## src/rtl/uart_bus_bridge_pkg.sv

```systemverilog
// Shared types and constants for the serial-to-memory-bus debug bridge.
package uart_bus_pkg;

  typedef enum logic [2:0] {
    ST_IDLE,
    ST_ADDR,
    ST_DATA,
    ST_REQ,
    ST_WWAIT,
    ST_RWAIT,
    ST_RESP
  } state_t;

  localparam logic [7:0]  DEF_CMD_WRITE      = 8'h57;  // 'W'
  localparam logic [7:0]  DEF_CMD_READ       = 8'h52;  // 'R'
  localparam logic [7:0]  DEF_ACK_BYTE       = 8'h06;
  localparam logic [7:0]  DEF_NAK_BYTE       = 8'h15;
  localparam int unsigned DEF_TIMEOUT_CYCLES = 120000; // 10 ms at 12 MHz

  // Bus addresses are word addresses; the low two bits are never driven.
  function automatic logic [31:0] word_align(input logic [31:0] a);
    return {a[31:2], 2'b00};
  endfunction

endpackage

```

## src/rtl/uart_bus_bridge_if.sv

```systemverilog
// Byte-stream and memory-bus signals of the bridge, grouped for port use.
interface uart_bus_bridge_if;
  logic [7:0]  rx_data;
  logic        rx_valid;
  logic [7:0]  tx_data;
  logic        tx_valid;
  logic        tx_ready;
  logic        bus_req;
  logic        bus_gnt;
  logic [31:0] mem_addr;
  logic [31:0] mem_wdata;
  logic [3:0]  mem_wmask;
  logic        mem_rstrb;
  logic [31:0] mem_rdata;
  logic        mem_rbusy;
  logic        mem_wbusy;
  logic        busy;

  // Bridge side: initiator on the memory bus.
  modport master (
    input  rx_data, rx_valid, tx_ready, bus_gnt, mem_rdata, mem_rbusy, mem_wbusy,
    output tx_data, tx_valid, bus_req, mem_addr, mem_wdata, mem_wmask, mem_rstrb, busy
  );

  // Environment side: UART, arbiter and memory.
  modport slave (
    output rx_data, rx_valid, tx_ready, bus_gnt, mem_rdata, mem_rbusy, mem_wbusy,
    input  tx_data, tx_valid, bus_req, mem_addr, mem_wdata, mem_wmask, mem_rstrb, busy
  );
endinterface

```

## src/rtl/bridge_byte_shifter.sv

```systemverilog
// 32-bit word assembled from / serialized into bytes, LSB first.
module bridge_byte_shifter (
  input  logic        clk,
  input  logic        reset,
  input  logic        i_clear,
  input  logic        i_load,
  input  logic [31:0] i_word,
  input  logic        i_shift,
  input  logic [7:0]  i_byte,
  input  logic        i_advance,
  output logic [31:0] o_word,
  output logic [7:0]  o_byte,
  output logic        o_last
);

  logic [31:0] r_word;
  logic [1:0]  r_idx;

  // Load a whole word, insert a byte at the index, or step the index.
  always_ff @(posedge clk) begin
    if (reset) begin
      r_word <= '0;
      r_idx  <= '0;
    end else if (i_load) begin
      r_word <= i_word;
      r_idx  <= '0;
    end else if (i_shift) begin
      r_word[{r_idx, 3'b000} +: 8] <= i_byte;
      r_idx                        <= r_idx + 2'd1;
    end else if (i_advance) begin
      r_idx <= r_idx + 2'd1;
    end else if (i_clear) begin
      r_idx <= '0;
    end
  end

  assign o_word = r_word;
  assign o_byte = r_word[{r_idx, 3'b000} +: 8];
  assign o_last = (r_idx == 2'd3);

endmodule

```

## src/rtl/uart_bus_bridge.sv

```systemverilog
// Serial command parser that issues single-word bus reads/writes for a host.
module uart_bus_bridge
  import uart_bus_pkg::*;
#(
  parameter int unsigned TIMEOUT_CYCLES = DEF_TIMEOUT_CYCLES,
  parameter logic [7:0]  CMD_WRITE      = DEF_CMD_WRITE,
  parameter logic [7:0]  CMD_READ       = DEF_CMD_READ,
  parameter logic [7:0]  ACK_BYTE       = DEF_ACK_BYTE,
  parameter logic [7:0]  NAK_BYTE       = DEF_NAK_BYTE
) (
  input logic              clk,
  input logic              reset,
  uart_bus_bridge_if.master bus
);

  state_t      r_state, w_next;
  logic        r_is_write;
  logic [31:0] r_tmo;
  logic [31:0] r_mem_addr;
  logic [3:0]  r_wmask;
  logic        r_rstrb;
  logic        r_resp_one;

  logic        w_is_cmd, w_collect, w_tmo_hit, w_hs, w_resp_done;
  logic        w_addr_clear, w_addr_shift, w_data_clear, w_data_shift;
  logic        w_resp_load;
  logic [31:0] w_resp_word;

  logic [31:0] w_addr_word, w_data_word;
  logic        w_addr_last, w_data_last, w_resp_last;
  logic [7:0]  w_resp_byte;
  logic [7:0]  w_addr_byte_unused, w_data_byte_unused;
  logic [31:0] w_resp_word_unused;

  assign w_is_cmd    = (bus.rx_data == CMD_WRITE) || (bus.rx_data == CMD_READ);
  assign w_collect   = (r_state == ST_ADDR) || (r_state == ST_DATA);
  assign w_tmo_hit   = w_collect && !bus.rx_valid && ((r_tmo + 32'd1) == TIMEOUT_CYCLES);
  assign w_hs        = (r_state == ST_RESP) && bus.tx_ready;
  assign w_resp_done = r_resp_one || w_resp_last;

  bridge_byte_shifter u_addr (
    .clk(clk), .reset(reset),
    .i_clear(w_addr_clear), .i_load(1'b0), .i_word('0),
    .i_shift(w_addr_shift), .i_byte(bus.rx_data), .i_advance(1'b0),
    .o_word(w_addr_word), .o_byte(w_addr_byte_unused), .o_last(w_addr_last)
  );

  bridge_byte_shifter u_wdata (
    .clk(clk), .reset(reset),
    .i_clear(w_data_clear), .i_load(1'b0), .i_word('0),
    .i_shift(w_data_shift), .i_byte(bus.rx_data), .i_advance(1'b0),
    .o_word(w_data_word), .o_byte(w_data_byte_unused), .o_last(w_data_last)
  );

  bridge_byte_shifter u_resp (
    .clk(clk), .reset(reset),
    .i_clear(1'b0), .i_load(w_resp_load), .i_word(w_resp_word),
    .i_shift(1'b0), .i_byte('0), .i_advance(w_hs),
    .o_word(w_resp_word_unused), .o_byte(w_resp_byte), .o_last(w_resp_last)
  );

  // State register.
  always_ff @(posedge clk) begin
    if (reset) r_state <= ST_IDLE;
    else       r_state <= w_next;
  end

  // Next state and shifter control.
  always_comb begin
    w_next       = r_state;
    w_addr_clear = 1'b0;
    w_addr_shift = 1'b0;
    w_data_clear = 1'b0;
    w_data_shift = 1'b0;
    w_resp_load  = 1'b0;
    w_resp_word  = '0;
    unique case (r_state)
      ST_IDLE: begin
        w_addr_clear = 1'b1;
        w_data_clear = 1'b1;
        if (bus.rx_valid) begin
          if (w_is_cmd) begin
            w_next = ST_ADDR;
          end else begin
            w_resp_load = 1'b1;
            w_resp_word = {24'h0, NAK_BYTE};
            w_next      = ST_RESP;
          end
        end
      end
      ST_ADDR: begin
        w_addr_shift = bus.rx_valid;
        if (bus.rx_valid && w_addr_last) w_next = r_is_write ? ST_DATA : ST_REQ;
        else if (w_tmo_hit)              w_next = ST_IDLE;
      end
      ST_DATA: begin
        w_data_shift = bus.rx_valid;
        if (bus.rx_valid && w_data_last) w_next = ST_REQ;
        else if (w_tmo_hit)              w_next = ST_IDLE;
      end
      ST_REQ: begin
        if (bus.bus_gnt) w_next = r_is_write ? ST_WWAIT : ST_RWAIT;
      end
      ST_WWAIT: begin
        if (!bus.mem_wbusy) begin
          w_resp_load = 1'b1;
          w_resp_word = {24'h0, ACK_BYTE};
          w_next      = ST_RESP;
        end
      end
      ST_RWAIT: begin
        if (!bus.mem_rbusy) begin
          w_resp_load = 1'b1;
          w_resp_word = bus.mem_rdata;
          w_next      = ST_RESP;
        end
      end
      ST_RESP: begin
        if (w_hs && w_resp_done) w_next = ST_IDLE;
      end
      default: w_next = ST_IDLE;
    endcase
  end

  // Inter-byte timeout counter, live only while collecting a packet.
  always_ff @(posedge clk) begin
    if (reset)                              r_tmo <= '0;
    else if (!w_collect || bus.rx_valid || w_tmo_hit) r_tmo <= '0;
    else                                    r_tmo <= r_tmo + 32'd1;
  end

  // Command kind and response length.
  always_ff @(posedge clk) begin
    if (reset) begin
      r_is_write <= 1'b0;
      r_resp_one <= 1'b0;
    end else begin
      if (r_state == ST_IDLE && bus.rx_valid) r_is_write <= (bus.rx_data == CMD_WRITE);
      if (w_resp_load)                        r_resp_one <= (r_state != ST_RWAIT);
    end
  end

  // Bus address and one-cycle strobes; the strobe follows the grant by a cycle
  // so that the registered address is already valid when it fires.
  always_ff @(posedge clk) begin
    if (reset) begin
      r_mem_addr <= '0;
      r_wmask    <= '0;
      r_rstrb    <= 1'b0;
    end else begin
      if (r_state == ST_REQ || r_state == ST_WWAIT || r_state == ST_RWAIT)
        r_mem_addr <= word_align(w_addr_word);
      r_wmask <= (r_state == ST_REQ && bus.bus_gnt && r_is_write)  ? '1 : '0;
      r_rstrb <= (r_state == ST_REQ && bus.bus_gnt && !r_is_write);
    end
  end

  assign bus.tx_data   = w_resp_byte;
  assign bus.tx_valid  = (r_state == ST_RESP);
  assign bus.bus_req   = (r_state == ST_REQ) || (r_state == ST_WWAIT) || (r_state == ST_RWAIT);
  assign bus.mem_addr  = r_mem_addr;
  assign bus.mem_wdata = w_data_word;
  assign bus.mem_wmask = r_wmask;
  assign bus.mem_rstrb = r_rstrb;
  assign bus.busy      = (r_state != ST_IDLE);

endmodule

```

## src/flat_wrapper.sv

```systemverilog
// flat-port wrapper written by rule: the top's interface ports become plain ports
module uart_bus_bridge_flat import uart_bus_pkg::*;
#(
  parameter int unsigned TIMEOUT_CYCLES = DEF_TIMEOUT_CYCLES,
  parameter logic [7:0]  CMD_WRITE      = DEF_CMD_WRITE,
  parameter logic [7:0]  CMD_READ       = DEF_CMD_READ,
  parameter logic [7:0]  ACK_BYTE       = DEF_ACK_BYTE,
  parameter logic [7:0]  NAK_BYTE       = DEF_NAK_BYTE
)
  (clk, reset, bus_rx_data, bus_rx_valid, bus_tx_ready, bus_bus_gnt, bus_mem_rdata, bus_mem_rbusy, bus_mem_wbusy, bus_tx_data, bus_tx_valid, bus_bus_req, bus_mem_addr, bus_mem_wdata, bus_mem_wmask, bus_mem_rstrb, bus_busy);
  uart_bus_bridge_if bus_i ();
  input logic clk;
  input logic reset;
  input wire logic [$bits(bus_i.rx_data)-1:0] bus_rx_data;
  input wire logic [$bits(bus_i.rx_valid)-1:0] bus_rx_valid;
  input wire logic [$bits(bus_i.tx_ready)-1:0] bus_tx_ready;
  input wire logic [$bits(bus_i.bus_gnt)-1:0] bus_bus_gnt;
  input wire logic [$bits(bus_i.mem_rdata)-1:0] bus_mem_rdata;
  input wire logic [$bits(bus_i.mem_rbusy)-1:0] bus_mem_rbusy;
  input wire logic [$bits(bus_i.mem_wbusy)-1:0] bus_mem_wbusy;
  output wire logic [$bits(bus_i.tx_data)-1:0] bus_tx_data;
  output wire logic [$bits(bus_i.tx_valid)-1:0] bus_tx_valid;
  output wire logic [$bits(bus_i.bus_req)-1:0] bus_bus_req;
  output wire logic [$bits(bus_i.mem_addr)-1:0] bus_mem_addr;
  output wire logic [$bits(bus_i.mem_wdata)-1:0] bus_mem_wdata;
  output wire logic [$bits(bus_i.mem_wmask)-1:0] bus_mem_wmask;
  output wire logic [$bits(bus_i.mem_rstrb)-1:0] bus_mem_rstrb;
  output wire logic [$bits(bus_i.busy)-1:0] bus_busy;
  assign bus_i.rx_data = bus_rx_data;
  assign bus_i.rx_valid = bus_rx_valid;
  assign bus_i.tx_ready = bus_tx_ready;
  assign bus_i.bus_gnt = bus_bus_gnt;
  assign bus_i.mem_rdata = bus_mem_rdata;
  assign bus_i.mem_rbusy = bus_mem_rbusy;
  assign bus_i.mem_wbusy = bus_mem_wbusy;
  assign bus_tx_data = bus_i.tx_data;
  assign bus_tx_valid = bus_i.tx_valid;
  assign bus_bus_req = bus_i.bus_req;
  assign bus_mem_addr = bus_i.mem_addr;
  assign bus_mem_wdata = bus_i.mem_wdata;
  assign bus_mem_wmask = bus_i.mem_wmask;
  assign bus_mem_rstrb = bus_i.mem_rstrb;
  assign bus_busy = bus_i.busy;
  uart_bus_bridge #(.TIMEOUT_CYCLES(TIMEOUT_CYCLES), .CMD_WRITE(CMD_WRITE), .CMD_READ(CMD_READ), .ACK_BYTE(ACK_BYTE), .NAK_BYTE(NAK_BYTE)) u_core (.clk(clk), .reset(reset), .bus(bus_i));
endmodule
```

## config.mk

```make
export PLATFORM = sky130hd
export DESIGN_NAME = uart_bus_bridge_flat
export DESIGN_NICKNAME = d
export VERILOG_FILES = /design/src/rtl/uart_bus_bridge_pkg.sv /design/src/rtl/uart_bus_bridge_if.sv /design/src/rtl/bridge_byte_shifter.sv /design/src/rtl/uart_bus_bridge.sv /design/src/flat_wrapper.sv
export SDC_FILE = /design/constraint.sdc
export NUM_CORES = 1
export LEC_CHECK = 0
export CAP_MARGIN = 10
export CORE_ASPECT_RATIO = 0.6
export CORE_MARGIN = 5
export CORE_UTILIZATION = 56
export CTS_CLUSTER_DIAMETER = 150
export DETAILED_ROUTE_END_ITERATION = 8
export GPL_TIMING_DRIVEN = 0
export PLACE_DENSITY = 0.86
export SYNTH_ARGS = -nofsm -noshare
export SYNTH_HDL_FRONTEND = slang
export SYNTH_SLANG_ARGS = --single-unit
```

## constraint.sdc

```tcl
create_clock -name clk -period 6.95 [get_ports clk]
set_input_delay 1.39 -clock clk [delete_from_list [all_inputs] [get_ports clk]]
set_output_delay 1.39 -clock clk [all_outputs]
set_load 0.01 [all_outputs]
```

==> impl_metrics.py <==
metrics = {
    "run_status": {
        "status": "finished, final reports clean",
    },
    "critical_path": {
        "worst_setup_path_end_kind": "primary output",
        "path_max_fanout": 10,
        "critPathRequiredTime_ns": 5.56,
        "crit_path_start_kind": "flip-flop",
        "slowest_stage": "clkdlybuf4s50_1",
        "r2r-start": "u_core.r_tmo[8]$_SDFF_PP0_",
        "crit_path_max_incr_delay_ns": 0.68,
        "crit_chain": "clkbuf_1 -> nand3_1 -> nor2b_1 -> inv_1 -> clkbuf_1 -> clkdlybuf4s50_1",
        "crit_top_cell": "clkbuf_1",
        "crit_type": "reg -> out",
        "cp-startpoint": "u_core.r_state[1]$_SDFFE_PP0P_",
        "crit_family": "buffers and inverters",
        "critPathArrivalTime_ns": 3.15,
        "crit_buf_inv": 4,
    },
    "route": {
        "drc": 0,
        "ant_nets": 0,
        "dr_total_vias": 6907,
        "wl_per_cell_um": 17.63,
        "drtIter0Drc": 730,
        "viasPerCell": 5.888,
        "wl_um": 20680,
        "firstDrtPassIters": 6,
    },
    "sta": {
        "period_share_pct": 65.39,
        "slew_violations": 0,
        "worst_slew_pin_slew_ns": 1.153,
        "finalWorstSetupSlack_ns": 2.405,
        "hold_violations": 0,
        "tns_ns": 0,
        "rsz0062_at_grt": "no",
        "max-slew-margin-rel_pct": 22.54,
        "setup_viol": 0,
        "fmax_ghz": 0.2200,
        "finalClockSkew_ns": 0.008989,
        "holdWs_ns": 0.4486,
        "min_period_ns": 4.545,
    },
    "pwr": {
        "peakVddDrop_uv": 143.3,
        "power.leakage_nw": 3.074,
        "powerDensity_nw_per_um2": 255.4,
        "design_power_total_mw": 2.355,
    },
    "floorplan": {
        "die_h_um": 98.15,
        "start_util_pct": 56.78,
        "floorplan.io_pins": 127,
        "fp-row-count": 32,
        "dieArea_um2": 15400,
        "die_w_um": 156.9,
        "core_um2": 12770,
    },
    "synth": {
        "ys_seq_elements": 169,
        "ys_warn_count": 0,
        "ys.flop_type": "dfxtp_1",
        "synthDistinctLibCells": 56,
        "synthCells": 854,
        "synth_area_um2": 7252,
        "synth.avg_cell_area_um2": 8.492,
        "yosysTopAreaCell": "dfxtp_1",
        "yosysTopAreaCellShare_pct": 46.65,
        "synthTopCellsByArea": "dfxtp_1, nand2_1, a21oi_1, nand3_1, a22o_1",
        "async_reset_ff_share_pct": 0,
        "synth_edf_count": 0,
        "yosysSeqAreaShare_pct": 46.65,
    },
    "placed_design": {
        "pre_cts_ws_ns": 3.028,
        "gp_congestion": 0.9708,
        "port_buffers": 116,
        "dp_cells": 1141,
        "dpl_cell_area_um2": 8630,
        "dp_hpwl_um": 13860,
    },
    "clock_tree": {
        "cts_buffers": 17,
        "htreeDepth": 4,
        "postCtsHoldBufs": 0,
        "post_cts_resized": 0,
        "clockBufferDepth": 2,
        "clk_pin_slew_worst_paths_ns": 0.06,
        "post-cts-setup-buffers": 0,
        "cts.root.buffer_cell": "clkbuf_16",
        "clock_sinks": 169,
        "clk_latency_ns": 0.43,
        "cts_tree": "yes",
    },
    "cells_and_area": {
        "synthToLayoutAreaGrowth_pct": 27.19,
        "fin_cells": 1173,
        "final_nets": 1049,
        "fill_cells": 966,
        "finish.utilization_pct": 72.22,
        "diodes": 0,
        "drive_gt1_share_pct": 5.982,
        "final_cell_area_um2": 9224,
        "seq_area_um2": 3383,
        "multiInputGateArea_um2": 3557,
    },
    "min_path": {
        "hold_path.startpoint": "u_core.bus.mem_addr[21]$_SDFFE_PP0P_",
        "hold_path_class": "reg -> reg",
    },
    "global_route": {
        "grt_max_degree": 17,
        "grtUsageTotal_pct": 26.81,
        "overflow": 0,
        "first_global_vias": 6344,
        "grt_pass1_wl_um": 33270,
        "antenna_found_initial": 0,
    },
    "flow_run": {
        "maxCapViolCount": 0,
    },
}
-- final cells by class --
cell class | count | area share, %
inverters | 11 | 0.4476
clock inverters | 14 | 1.791
well taps | 170 | 2.306
plain buffers | 67 | 2.971
clock buffers | 18 | 4.653
flip-flops and latches | 169 | 36.68
repair buffers | 116 | 12.59
multi-input cells | 608 | 38.56
-- kinds of logic after synthesis --
kind of cell / synth area share (%)
and+or+nand+nor: 26.17
DFF: 46.65
AOI/OAI and AO/OA: 13.35
buffers and inverters: 4.348
xor gates and xnor gates: 3.744
muxes: 3.606
adders and majority gates: 2.070
other: 0.05171
-- where the power goes --
part / switching [mW] / internal (mW) / total [mW]
clock network: 0.418 / 0.540 / 0.958
logic: 0.253 / 0.133 / 0.386
registers: 0.0187 / 0.992 / 1.01
total: 0.690 / 1.67 / 2.36
-- path summary, 6_finish.rpt --
check / end / slack, ns / depth (start not counted)
worst max-delay path: bus_bus_req / 2.41 / 6
worst min-delay path: u_core.bus.mem_addr[21]$_SDFFE_PP0P_ / 0.45 / 2
worst max register to register: u_core.r_state[0]$_SDFFE_PP0P_ / 3.66 / 8
worst min register to register: u_core.bus.mem_addr[21]$_SDFFE_PP0P_ / 0.45 / 2
-- metal layers --
layer	up-vias	GRT usage, %	wire length, um
li1	3259	-	-
met3	32	6.776	2528
met1	3208	40.23	9343
met5	-	0	0
met2	408	38.18	8573
met4	0	7.467	237
-- sequential cells by signal, summed over array words and instances (netlist names) --
| register | flops |
|---|---|
| u_core.u_resp.r_idx | 2 |
| u_core.r_state | 3 |
| u_core.u_resp.o_word | 32 |
| u_core.u_wdata.r_idx | 2 |
| u_core.bus.mem_wmask | 1 |
| u_core.r_resp_one | 1 |
| u_core.bus.mem_addr | 30 |
| u_core.r_is_write | 1 |
| u_core.u_addr.o_word | 30 |
| u_core.r_tmo | 32 |
| u_core.bus.mem_rstrb | 1 |
| u_core.u_addr.r_idx | 2 |
| u_core.u_wdata.o_word | 32 |
-- worst min-delay path: cells and delay by family (launching register included) --
kind,cells,cell delay (ns)
flip-flops,1,0.31
AO/OA/AOI/OAI,1,0.05
AND/OR/NAND/NOR,1,0.05
-- synth_stat cells (5+ instances only) --
master    number
a21oi_1      106
a22o_1        28
and2_1         9
and3_1        12
buf_4          5
clkbuf_1      56
dfxtp_1      169
ha_1          12
inv_1         11
mux2i_1        7
mux4_2         8
nand2_1      151
nand3_1       79
nand4_1       18
nor2_1        43
nor3_1        20
nor3b_1       11
nor4_1         7
o21ai_0        8
or3_1          7
xnor2_1       18
xor2_1        13
-- placed cells by master (no fill, tap or decap), types with 9 or more instances in the layout --
cell type | Yosys | layout
dfxtp_1 | 169 | 169
nand2_1 | 151 | 151
clkdlybuf4s50_1 | 0 | 116
a21oi_1 | 106 | 106
nand3_1 | 79 | 79
clkbuf_1 | 56 | 57
nor2_1 | 43 | 43
a22o_1 | 28 | 28
nor3_1 | 20 | 20
nand4_1 | 18 | 18
xnor2_1 | 18 | 18
clkbuf_16 | 0 | 17
xor2_1 | 13 | 13
and3_1 | 12 | 12
ha_1 | 12 | 12
inv_1 | 11 | 11
nor3b_1 | 11 | 11
and2_1 | 9 | 9
Power figures use the tool's default switching activity.
